==> src/rtl/pipe_ctrl_pkg.sv <==
// Shared types and constants for the pipeline controller: FSM state encoding,
// stage-control patterns and the NOP opcode forced into bubbled stages.
package pipe_ctrl_pkg;

  typedef enum logic [1:0] {
    ST_RUN       = 2'd0,
    ST_FLUSH     = 2'd1,
    ST_MISS_WAIT = 2'd2
  } pipeState_e;

  localparam int REG_ADDR_W = 32'd3;

  localparam logic [3:0] COP_NOP = 4'd0;

  // Stage control bundle order: {pc, decode, alu, tlblookup, bubble_alu, flush_decode}
  localparam logic [5:0] CTRL_RUN   = 6'b111100;
  localparam logic [5:0] CTRL_HAZ   = 6'b001110;
  localparam logic [5:0] CTRL_FLUSH = 6'b111111;
  localparam logic [5:0] CTRL_HALT  = 6'b000000;
  localparam logic [5:0] CTRL_RESET = 6'b000010;

endpackage

==> src/rtl/pipe_scoreboard.sv <==
// Per-register in-flight write counters with source-pending lookups, destination
// full detection and a sticky error flag for count underflow/overflow.
module pipe_scoreboard #(
  parameter int NUM_REGS   = 32'd8,
  parameter int REG_ADDR_W = 32'd3,
  parameter int CNT_W      = 32'd2,
  parameter int WB_BYPASS  = 32'd1
) (
  input  logic                  clk,
  input  logic                  reset,
  input  logic                  incEn,
  input  logic [REG_ADDR_W-1:0] incAddr,
  input  logic                  decEn,
  input  logic [REG_ADDR_W-1:0] decAddr,
  input  logic [REG_ADDR_W-1:0] srcAAddr,
  input  logic [REG_ADDR_W-1:0] srcBAddr,
  input  logic [REG_ADDR_W-1:0] destAddr,
  output logic                  pendA,
  output logic                  pendB,
  output logic                  destFull,
  output logic                  overflow
);

  localparam logic [CNT_W-1:0] CNT_ZERO = {CNT_W{1'b0}};
  localparam logic [CNT_W-1:0] CNT_MAX  = {CNT_W{1'b1}};
  localparam logic [CNT_W-1:0] CNT_ONE  = CNT_W'(32'd1);

  logic [CNT_W-1:0]    cnt_r [NUM_REGS];
  logic                overflow_r;
  logic [NUM_REGS-1:0] incVec_s;
  logic [NUM_REGS-1:0] decVec_s;

  // A register whose last outstanding write retires this cycle can be bypassed.
  function automatic logic pendingOf(input logic [CNT_W-1:0] cnt, input logic retireHit);
    pendingOf = (cnt != CNT_ZERO) && !((WB_BYPASS != 0) && retireHit && (cnt == CNT_ONE));
  endfunction

  // Decode inc/dec requests into one-hot per-register strobes.
  always_comb begin
    incVec_s = {NUM_REGS{1'b0}};
    decVec_s = {NUM_REGS{1'b0}};
    for (int i = 0; i < NUM_REGS; i++) begin
      incVec_s[i] = incEn & (incAddr == REG_ADDR_W'(i));
      decVec_s[i] = decEn & (decAddr == REG_ADDR_W'(i));
    end
  end

  // Lookups seen by decode.
  always_comb begin
    pendA    = pendingOf(cnt_r[srcAAddr], decEn && (decAddr == srcAAddr));
    pendB    = pendingOf(cnt_r[srcBAddr], decEn && (decAddr == srcBAddr));
    destFull = (cnt_r[destAddr] == CNT_MAX);
  end

  // Counter update; simultaneous inc and dec on one register cancel out.
  always_ff @(posedge clk) begin
    if (reset) begin
      for (int i = 0; i < NUM_REGS; i++) begin
        cnt_r[i] <= CNT_ZERO;
      end
      overflow_r <= 1'b0;
    end else begin
      for (int i = 0; i < NUM_REGS; i++) begin
        if (incVec_s[i] && !decVec_s[i]) begin
          if (cnt_r[i] == CNT_MAX) begin
            overflow_r <= 1'b1;
          end else begin
            cnt_r[i] <= cnt_r[i] + CNT_ONE;
          end
        end else if (decVec_s[i] && !incVec_s[i]) begin
          if (cnt_r[i] == CNT_ZERO) begin
            overflow_r <= 1'b1;
          end else begin
            cnt_r[i] <= cnt_r[i] - CNT_ONE;
          end
        end else begin
          cnt_r[i] <= cnt_r[i];
        end
      end
    end
  end

  assign overflow = overflow_r;

endmodule

==> src/rtl/pipe_ctrl.sv <==
// Pipeline controller: RAW-hazard stalls, branch squash and TLB-miss freeze for the
// fetch/decode/alu/tlblookup/writeback core, plus a saturating stall counter.
module pipe_ctrl #(
  parameter int NUM_REGS       = 32'd8,
  parameter int REG_ADDR_W     = 32'd3,
  parameter int CNT_W          = 32'd2,
  parameter int BRANCH_PENALTY = 32'd1,
  parameter int MISS_TIMEOUT   = 32'd64,
  parameter int WB_BYPASS      = 32'd1,
  parameter int PERF_W         = 32'd16
) (
  input  logic                  clk,
  input  logic                  reset,
  input  logic                  inst_valid_dec,
  input  logic [REG_ADDR_W-1:0] srcA_addr,
  input  logic                  srcA_used,
  input  logic [REG_ADDR_W-1:0] srcB_addr,
  input  logic                  srcB_used,
  input  logic [REG_ADDR_W-1:0] destReg_addr_dec,
  input  logic                  we_dec,
  input  logic                  branch_taken,
  input  logic                  tlb_miss,
  input  logic                  mem_ready,
  input  logic [REG_ADDR_W-1:0] destReg_addr_wb,
  input  logic                  we_wb,
  output logic                  enable_pc,
  output logic                  enable_decode,
  output logic                  enable_alu,
  output logic                  enable_tlblookup,
  output logic                  bubble_alu,
  output logic                  flush_decode,
  output logic [PERF_W-1:0]     stall_cycles,
  output logic                  sb_overflow,
  output logic                  miss_timeout,
  output logic [1:0]            state_o
);

  import pipe_ctrl_pkg::*;

  localparam int FCNT_W = $clog2(BRANCH_PENALTY + 1);
  localparam int TCNT_W = $clog2(MISS_TIMEOUT) + 1;
  localparam logic [FCNT_W-1:0] FCNT_INIT = FCNT_W'(BRANCH_PENALTY);
  localparam logic [FCNT_W-1:0] FCNT_ONE  = FCNT_W'(32'd1);
  localparam logic [FCNT_W-1:0] FCNT_ZERO = {FCNT_W{1'b0}};
  localparam logic [TCNT_W-1:0] TCNT_ONE  = TCNT_W'(32'd1);
  localparam logic [TCNT_W-1:0] TCNT_ZERO = {TCNT_W{1'b0}};
  localparam logic [TCNT_W-1:0] TCNT_MAX  = {TCNT_W{1'b1}};
  localparam logic [TCNT_W-1:0] TCNT_LAST = TCNT_W'(MISS_TIMEOUT - 32'd1);
  localparam logic [PERF_W-1:0] PERF_ONE  = PERF_W'(32'd1);
  localparam logic [PERF_W-1:0] PERF_MAX  = {PERF_W{1'b1}};

  pipeState_e        state_r;
  logic [FCNT_W-1:0] fCnt_r;
  logic [TCNT_W-1:0] tCnt_r;
  logic              missTimeout_r;
  logic              wbFresh_r;
  logic [PERF_W-1:0] stallCnt_r;

  logic       pendA_s;
  logic       pendB_s;
  logic       destFull_s;
  logic       hazard_s;
  logic       issue_s;
  logic       retire_s;
  logic [5:0] ctrl_s;

  assign hazard_s = inst_valid_dec & ((srcA_used & pendA_s) | (srcB_used & pendB_s)
                                      | (we_dec & destFull_s));
  assign issue_s  = (state_r == ST_RUN) & inst_valid_dec & ~hazard_s & ~tlb_miss & ~reset;
  // Only a writeback that advanced last cycle is new; a frozen one must not retire twice.
  assign retire_s = we_wb & wbFresh_r & ~reset;

  pipe_scoreboard #(
    .NUM_REGS  (NUM_REGS),
    .REG_ADDR_W(REG_ADDR_W),
    .CNT_W     (CNT_W),
    .WB_BYPASS (WB_BYPASS)
  ) u_scoreboard (
    .clk     (clk),
    .reset   (reset),
    .incEn   (issue_s & we_dec),
    .incAddr (destReg_addr_dec),
    .decEn   (retire_s),
    .decAddr (destReg_addr_wb),
    .srcAAddr(srcA_addr),
    .srcBAddr(srcB_addr),
    .destAddr(destReg_addr_dec),
    .pendA   (pendA_s),
    .pendB   (pendB_s),
    .destFull(destFull_s),
    .overflow(sb_overflow)
  );

  // Stage controls; a TLB miss outranks branch squash, which outranks a data hazard.
  always_comb begin
    ctrl_s = CTRL_HALT;
    if (reset) begin
      ctrl_s = CTRL_RESET;
    end else begin
      case (state_r)
        ST_RUN: begin
          if (tlb_miss) begin
            ctrl_s = CTRL_HALT;
          end else if (hazard_s) begin
            ctrl_s = CTRL_HAZ;
          end else begin
            ctrl_s = CTRL_RUN;
          end
        end
        ST_FLUSH: begin
          if (tlb_miss) begin
            ctrl_s = CTRL_HALT;
          end else begin
            ctrl_s = CTRL_FLUSH;
          end
        end
        ST_MISS_WAIT: ctrl_s = CTRL_HALT;
        default:      ctrl_s = CTRL_RESET;
      endcase
    end
  end

  assign {enable_pc, enable_decode, enable_alu, enable_tlblookup, bubble_alu, flush_decode} = ctrl_s;

  // Controller FSM with flush and miss-wait counters.
  always_ff @(posedge clk) begin
    if (reset) begin
      state_r       <= ST_RUN;
      fCnt_r        <= FCNT_ZERO;
      tCnt_r        <= TCNT_ZERO;
      missTimeout_r <= 1'b0;
    end else begin
      case (state_r)
        ST_RUN: begin
          if (tlb_miss) begin
            state_r <= ST_MISS_WAIT;
            tCnt_r  <= TCNT_ZERO;
          end else if (issue_s && branch_taken) begin
            state_r <= ST_FLUSH;
            fCnt_r  <= FCNT_INIT;
          end else begin
            state_r <= ST_RUN;
          end
        end
        ST_FLUSH: begin
          if (tlb_miss) begin
            state_r <= ST_MISS_WAIT;
            tCnt_r  <= TCNT_ZERO;
          end else begin
            fCnt_r  <= fCnt_r - FCNT_ONE;
            state_r <= (fCnt_r == FCNT_ONE) ? ST_RUN : ST_FLUSH;
          end
        end
        ST_MISS_WAIT: begin
          if (mem_ready) begin
            tCnt_r  <= TCNT_ZERO;
            state_r <= (fCnt_r != FCNT_ZERO) ? ST_FLUSH : ST_RUN;
          end else begin
            if (tCnt_r != TCNT_MAX) begin
              tCnt_r <= tCnt_r + TCNT_ONE;
            end
            if (tCnt_r == TCNT_LAST) begin
              missTimeout_r <= 1'b1;
            end
          end
        end
        default: begin
          state_r <= ST_RUN;
          fCnt_r  <= FCNT_ZERO;
          tCnt_r  <= TCNT_ZERO;
        end
      endcase
    end
  end

  // Writeback freshness tracker and saturating stall counter.
  always_ff @(posedge clk) begin
    if (reset) begin
      wbFresh_r  <= 1'b0;
      stallCnt_r <= {PERF_W{1'b0}};
    end else begin
      wbFresh_r <= enable_tlblookup;
      if (!enable_pc && (stallCnt_r != PERF_MAX)) begin
        stallCnt_r <= stallCnt_r + PERF_ONE;
      end
    end
  end

  assign stall_cycles = stallCnt_r;
  assign miss_timeout = missTimeout_r;
  assign state_o      = state_r;

endmodule

==> config.mk <==
export PLATFORM = sky130hd
export DESIGN_NAME = pipe_ctrl
export DESIGN_NICKNAME = d
export VERILOG_FILES = /design/src/rtl/pipe_ctrl_pkg.sv /design/src/rtl/pipe_scoreboard.sv /design/src/rtl/pipe_ctrl.sv
export SDC_FILE = /design/constraint.sdc
export NUM_CORES = 1
export LEC_CHECK = 0
export ABC_AREA = 1
export ABC_CLOCK_PERIOD_IN_PS = 3720
export BUFFER_PORTS_ARGS = -buffer_cell sky130_fd_sc_hd__buf_2
export CAP_MARGIN = 5
export CORE_MARGIN = 2
export CORE_UTILIZATION = 59
export CTS_CLUSTER_SIZE = 28
export DETAILED_ROUTE_END_ITERATION = 7
export PLACE_DENSITY_LB_ADDON = 0.1
export SYNTH_ARGS = -nofsm -noshare
export SYNTH_HDL_FRONTEND = slang
export SYNTH_SLANG_ARGS = --single-unit
export TNS_END_PERCENT = 100
==> constraint.sdc <==
create_clock -name clk -period 3.72 [get_ports clk]
set_input_delay 0.744 -clock clk [delete_from_list [all_inputs] [get_ports clk]]
set_output_delay 0.744 -clock clk [all_outputs]
set_load 0.1 [all_outputs]
# Word-level counts from Yosys, hierarchy flattened

Memory sizes are Yosys's and may differ from the RTL's.
Index checks and enable logic that the tools add are counted.

Equal/unequal tests: 38
$lt $le $gt $ge: 0
Bitwise logic cells: 58
Reduce and logical (&&, ||, !) cells: 60
Multipliers: 0
Shifts and indexed selects: 0
Multiplexer cells: 183
Divide/modulo/power cells: 0
Add/subtract/negate cells: 19

Operators with widths:

| cell                                                                   | count |
|---|---|
| 1-bit 2-to-1 mux                                                       | 145 |
| 2-bit 2-to-1 mux                                                       | 27 |
| 1-bit AND                                                              | 27 |
| 1-bit OR                                                               | 26 |
| 3-bit equality test (second input constant)                            | 8 |
| 1-bit logical AND                                                      | 24 |
| 6-bit 2-to-1 mux                                                       | 4 |
| 7-bit 2-to-1 mux                                                       | 3 |
| 2-bit equality test (second input constant)                            | 10 |
| 1-bit zero test                                                        | 19 |
| 2-bit zero test                                                        | 9 |
| 6-bit case mux with 3 select lines                                     | 1 |
| 16-bit by 1-bit adder with 16-bit output (second input constant)       | 1 |
| 2-bit by 1-bit adder with 2-bit output (second input constant)         | 8 |
| 16-bit != test (second input constant)                                 | 1 |
| 2-bit by 1-bit subtractor with 2-bit output (second input constant)    | 8 |
| 7-bit case mux with 2 select lines                                     | 1 |
| 3-bit by 2-bit equality test with 1-bit output (second input constant) | 4 |
| 7-bit by 1-bit adder with 7-bit output (second input constant)         | 1 |
| 7-bit by 6-bit equality test with 1-bit output (second input constant) | 1 |
| 7-bit != test (second input constant)                                  | 1 |
| 2-bit by 1-bit equality test with 1-bit output (second input constant) | 3 |
| 3-bit by 1-bit equality test with 1-bit output (second input constant) | 2 |
| 3-bit equality test                                                    | 2 |
| 13 further kinds                                                       | 22 |

Logic and storage cells: 366
Memories: 1
Bits in registers: 29
Memory bits (read-only): 0
Input port bits: 22
Output and inout port bits: 26
RAM bits: 16
Bits in latches: 0

Memory list:

| memory             | words | bits a word | read ports | clocked after memory_dff | wr ports | line                  | RTL |
|---|---|---|---|---|---|---|---|
| u_scoreboard.cnt_r | 8     | 2           | 11         | 0                        | 8        | pipe_scoreboard.sv:28 | `logic [CNT_W-1:0] cnt_r [NUM_REGS];` |

# Depth between registers and ports, before layout

Depth in word-level cells: 42
Gate-level depth with buffers: 23
Mapped depth without buffers: 22

# By module

Synthesis repeated with hierarchy kept, for this count alone.

Cell total of the unflattened synthesis: 603
Area total of the unflattened synthesis: 3846.2 um2

By module, submodules not included:

| module          | times used | area an instance (um2) | cells each |
|---|---|---|---|
| pipe_scoreboard | 1          | 2160.8                 | 347 |
| pipe_ctrl       | 1          | 1685.4                 | 256 |

# Worst setup path before layout

No wires, ideal clock.

Kind: register to output
From: reg state_r[1], in the netlist state_o[1]
To: out enable_pc
Arrival time: 3995 ps
Slack: -1019 ps
Cell stages (with the launch flop): 8
Path buffers: 2
Cell sequence: dfxtp_1 > nor2_1 > inv_1 > nor2_1 > nand2_4 > buf_4 > inv_1 > buf_4

Word-level cells in the longest chain between the ends: 3
Elaborated cells on any way between the ends: 5
Those cells by class: 2 x eq/ne; 2 x mux; 1 x reduce/logical

Ends and longest elaborated chain:

| element                                     | line             | RTL |
|---|---|---|
| start: declaration                          | pipe_ctrl.sv:52  | `pipeState_e state_r;` |
| start signal: assignment                    | pipe_ctrl.sv:151 | `state_r <= (fCnt_r == FCNT_ONE) ? ST_RUN : ST_FLUSH;` |
| start signal: assignment                    | pipe_ctrl.sv:157 | `state_r <= (fCnt_r != FCNT_ZERO) ? ST_FLUSH : ST_RUN;` |
| 2-bit equality test (tied with other cells) | pipe_ctrl.sv:100 | `case (state_r)` |
| 6-bit case mux with 3 select lines (*)      | pipe_ctrl.sv:100 |  |
| 6-bit 2-to-1 mux (*)                        | pipe_ctrl.sv:97  | `if (reset) begin` |
| end: declaration                            | pipe_ctrl.sv:26  | `output logic enable_pc,` |

Every way passes the cells marked *; elsewhere a longest branch is shown, timed or not.

==> metrics <==
result of the run complete, no violations; Ports 48; H-Tree Level Count 2; via count of the first global-routing pass 3630; maximum number of pins on one net before global-route repair 32; setup slack after placement between 0.15 and 0.2 ns; Final Instance Count excl. Fillers roughly 700; longest individual stage delay on the worst path about 0.32 ns; die outline area 6970 um2; end of the worst register-to-register path u_scoreboard.cnt_r[3][1]; number of warning messages in the yosys log 0; clock tree from TritonCTS done; residual antenna-violating net count after detailed routing 0; kind of critical path input pin to register; number of endpoints with negative hold slack in the final report 0; R2R cell count 17; max_slew headroom 0.611; most frequent CP cell nand2_1; antenna diode count 0; Worst R2R Setup Slack slightly below 0.6 ns; number of slew-limit violations in the final report 0; number of antenna violations at the first check in global routing 0; Seq cells post-synth 45; peak supply drop between 200 and 250 uV; die height around 83 um; global-route wire length before repair 16.1 mm; post-DP HPWL between 7 and 8 mm; Post-CTS Setup Inserts 0; Final setup violation count 0; peak clock frequency supported by timing around 310 MHz; Root Driver clkbuf_8; leakage component of the power about 1.8 nW; ys flop type dfxtp_1; Die Span X 83.5 um; CP Buf/Inv Count 4; mean instance size in the synthesized netlist about 6.5 um2; final routed wire length divided by cell count roughly 14 um; final total negative setup slack 0 ns; largest fanout of any net on the critical path 17; post-synth design cell area around 3700 um2; starting density of the core 0.618; proportion of synthesized flip-flops having asynchronous set or reset 0; period utilization 0.879; total of max-cap violations 0; DRC Markers 0; Synth-to-Final Area Change 10.7%; buffer depth of the longest clock path 2; vias per inst approximately 5.6; number of resized instances in the post-cts repair step 0; required time at the endpoint of the critical path around 3.8 ns; router iterations before antenna repair 5; Cells after Synth about 570; Power Density between 200 and 300 nW/um2; critical path startpoint category input pin; endpoint kind of the worst setup timing path register; Stages on worst setup path 21; number of buffers added by the clock tree synthesis step 5; DP Cell Count approximately 680; Critical Path, Cell by Cell buf_2 > inv_1 > nand2_1 > nand2_1 > nand2_1 > nand2_1 > nand2_1 > nand2_1 > nand3_1 > nand2_2 > nor2_1 > nand3_1 > nor3_1 > inv_1 > ha_1 > nand2_1 > inv_1 > nand2_1 > o21ai_0 > o21ai_0 > o21ai_0; library cell contributing the largest single delay on the critical path o21ai_0; Net Count, Synth approximately 610; RSZ-0062 raised after global routing no; Num Clock Sinks between 40 and 50; Final Net Count between 600 and 700; worst slew pin tran between 0.5 and 0.6 ns; Clock Pin Slew Worst Setup and Hold Paths 0.09 ns; Crit. Startpoint destReg_addr_dec[0]; final clock skew 0.0172 ns; violation count after the first detailed-route iteration roughly 290; fraction of final layout cells with drive strength greater than 1 0.151; kind of path behind the tightest hold check register to register; beginning of the worst register-to-register path u_scoreboard.cnt_r[6][0]; number of different library cells in the post-synthesis netlist 43; CP Capture Point u_scoreboard.cnt_r[3][1]; kind of cell adding the most delay to the critical path simple AND/OR/NAND/NOR gates; total wire length after detailed routing around 9.5 mm; Crit path arrival time approximately 3.3 ns; row cnt 28; total number of vias approximately 3800; share of the yosys chip area belonging to registers 0.285; worst setup margin around 0.45 ns; area of the core between 6000 and 7000 um2; clock network latency to the later pin of the worst-skew pair around 0.31 ns; placer congestion estimate 0.976; number of synthesized flops with an enable pin 16; cts hold-fix bufs 0; All-Layer GR Usage 0.278; total gr overflow 0; fraction of the core area covered by cells at the end of the flow 0.685; clock period minus final worst setup slack 3.27 ns; buffers added on ports between 40 and 50
layout make-up:
cell class                 instances  area, um2
tap                               75       93.8
timing repair buffer              49        295
sequential                        45       1060
fill                             538       1900
multi-input combinational        422       2230
clock inverter                     1       7.51
inverter                          85        325
clock buffer                       7        108
flip-flops by register name, summed over array words and instances (netlist names):
name                   count
wbFresh_r                  1
tCnt_r                     7
stall_cycles              16
state_o                    2
fCnt_r                     1
miss_timeout               1
u_scoreboard.cnt_r        16
u_scoreboard.overflow      1
synth_stat cells, drive strengths merged, types with 10 or more instances:
master / number / area share
a21oi: 36 / 0.058
buf: 11 / 0.026
dfxtp: 29 / 0.16
edfxtp: 16 / 0.13
ha: 20 / 0.067
inv: 85 / 0.086
nand2: 159 / 0.17
nand3: 42 / 0.060
nor2: 71 / 0.072
nor3: 13 / 0.017
o211ai: 10 / 0.020
o21ai: 25 / 0.035
xor2: 13 / 0.031
worst min-delay path: cells and delay by family (launching register included):
kind | cells | cell delay (ns)
flops | 1 | 0.32
buf+inv | 1 | 0.06
compound gates | 1 | 0.06
worst min-delay path by stage:
stage,from,to,slack [ns],cells past startpoint
global route,tCnt_r[6],tCnt_r[6],0.50,2
floorplan,tCnt_r[6],tCnt_r[6],0.45,2
global placement,miss_timeout,miss_timeout,0.46,2
finish,tCnt_r[6],tCnt_r[6],0.48,2
detailed placement,miss_timeout,miss_timeout,0.46,2
CTS,tCnt_r[6],tCnt_r[6],0.48,2
where the power goes:
group          total (mW)  internal, mW  switching (mW)
Combinational       0.277        0.0755           0.202
Sequential          0.556         0.531          0.0253
Clock               0.369         0.192           0.178
metal layers:
layer | up-vias | track usage | routed length, um
met2 | 136 | 0.474 | 4510
met5 | - | 0 | 0
met3 | 28 | 0.0406 | 552
li1 | 1914 | - | -
met4 | 0 | 0.125 | 318
met1 | 1736 | 0.348 | 4160
layout by cell type (no fill, tap or decap), types with 5 or more instances in the layout:
master    count
a21oi_1      26
a21oi_2      10
a31oi_1       5
buf_2        44
clkbuf_8      6
dfxtp_1      29
edfxtp_1     16
ha_1         20
inv_1        80
nand2_1     146
nand2_2      11
nand3_1      39
nor2_1       69
nor3_1       13
o211ai_1     10
o21ai_0      18
o21ai_1       6
xor2_1       13
stage by stage:
stage	instance area [um2]	total power, mW	hold slack [ns]
final	4130	1.20	0.476
after global routing	4130	1.26	0.498
after CTS	4130	1.21	0.479
after detailed placement	4010	0.840	0.460
after global placement	4010	0.834	0.456
after floorplan	3740	0.772	0.450
cells by family after synthesis:
| kind of cell | synth area share |
|---|---|
| simple gates | 0.338 |
| buf+inv | 0.118 |
| compound gates | 0.152 |
| flops | 0.285 |
| fa+ha+maj | 0.0672 |
| xor+xnor | 0.0400 |
No activity file was read; power rests on OpenSTA's default activity.
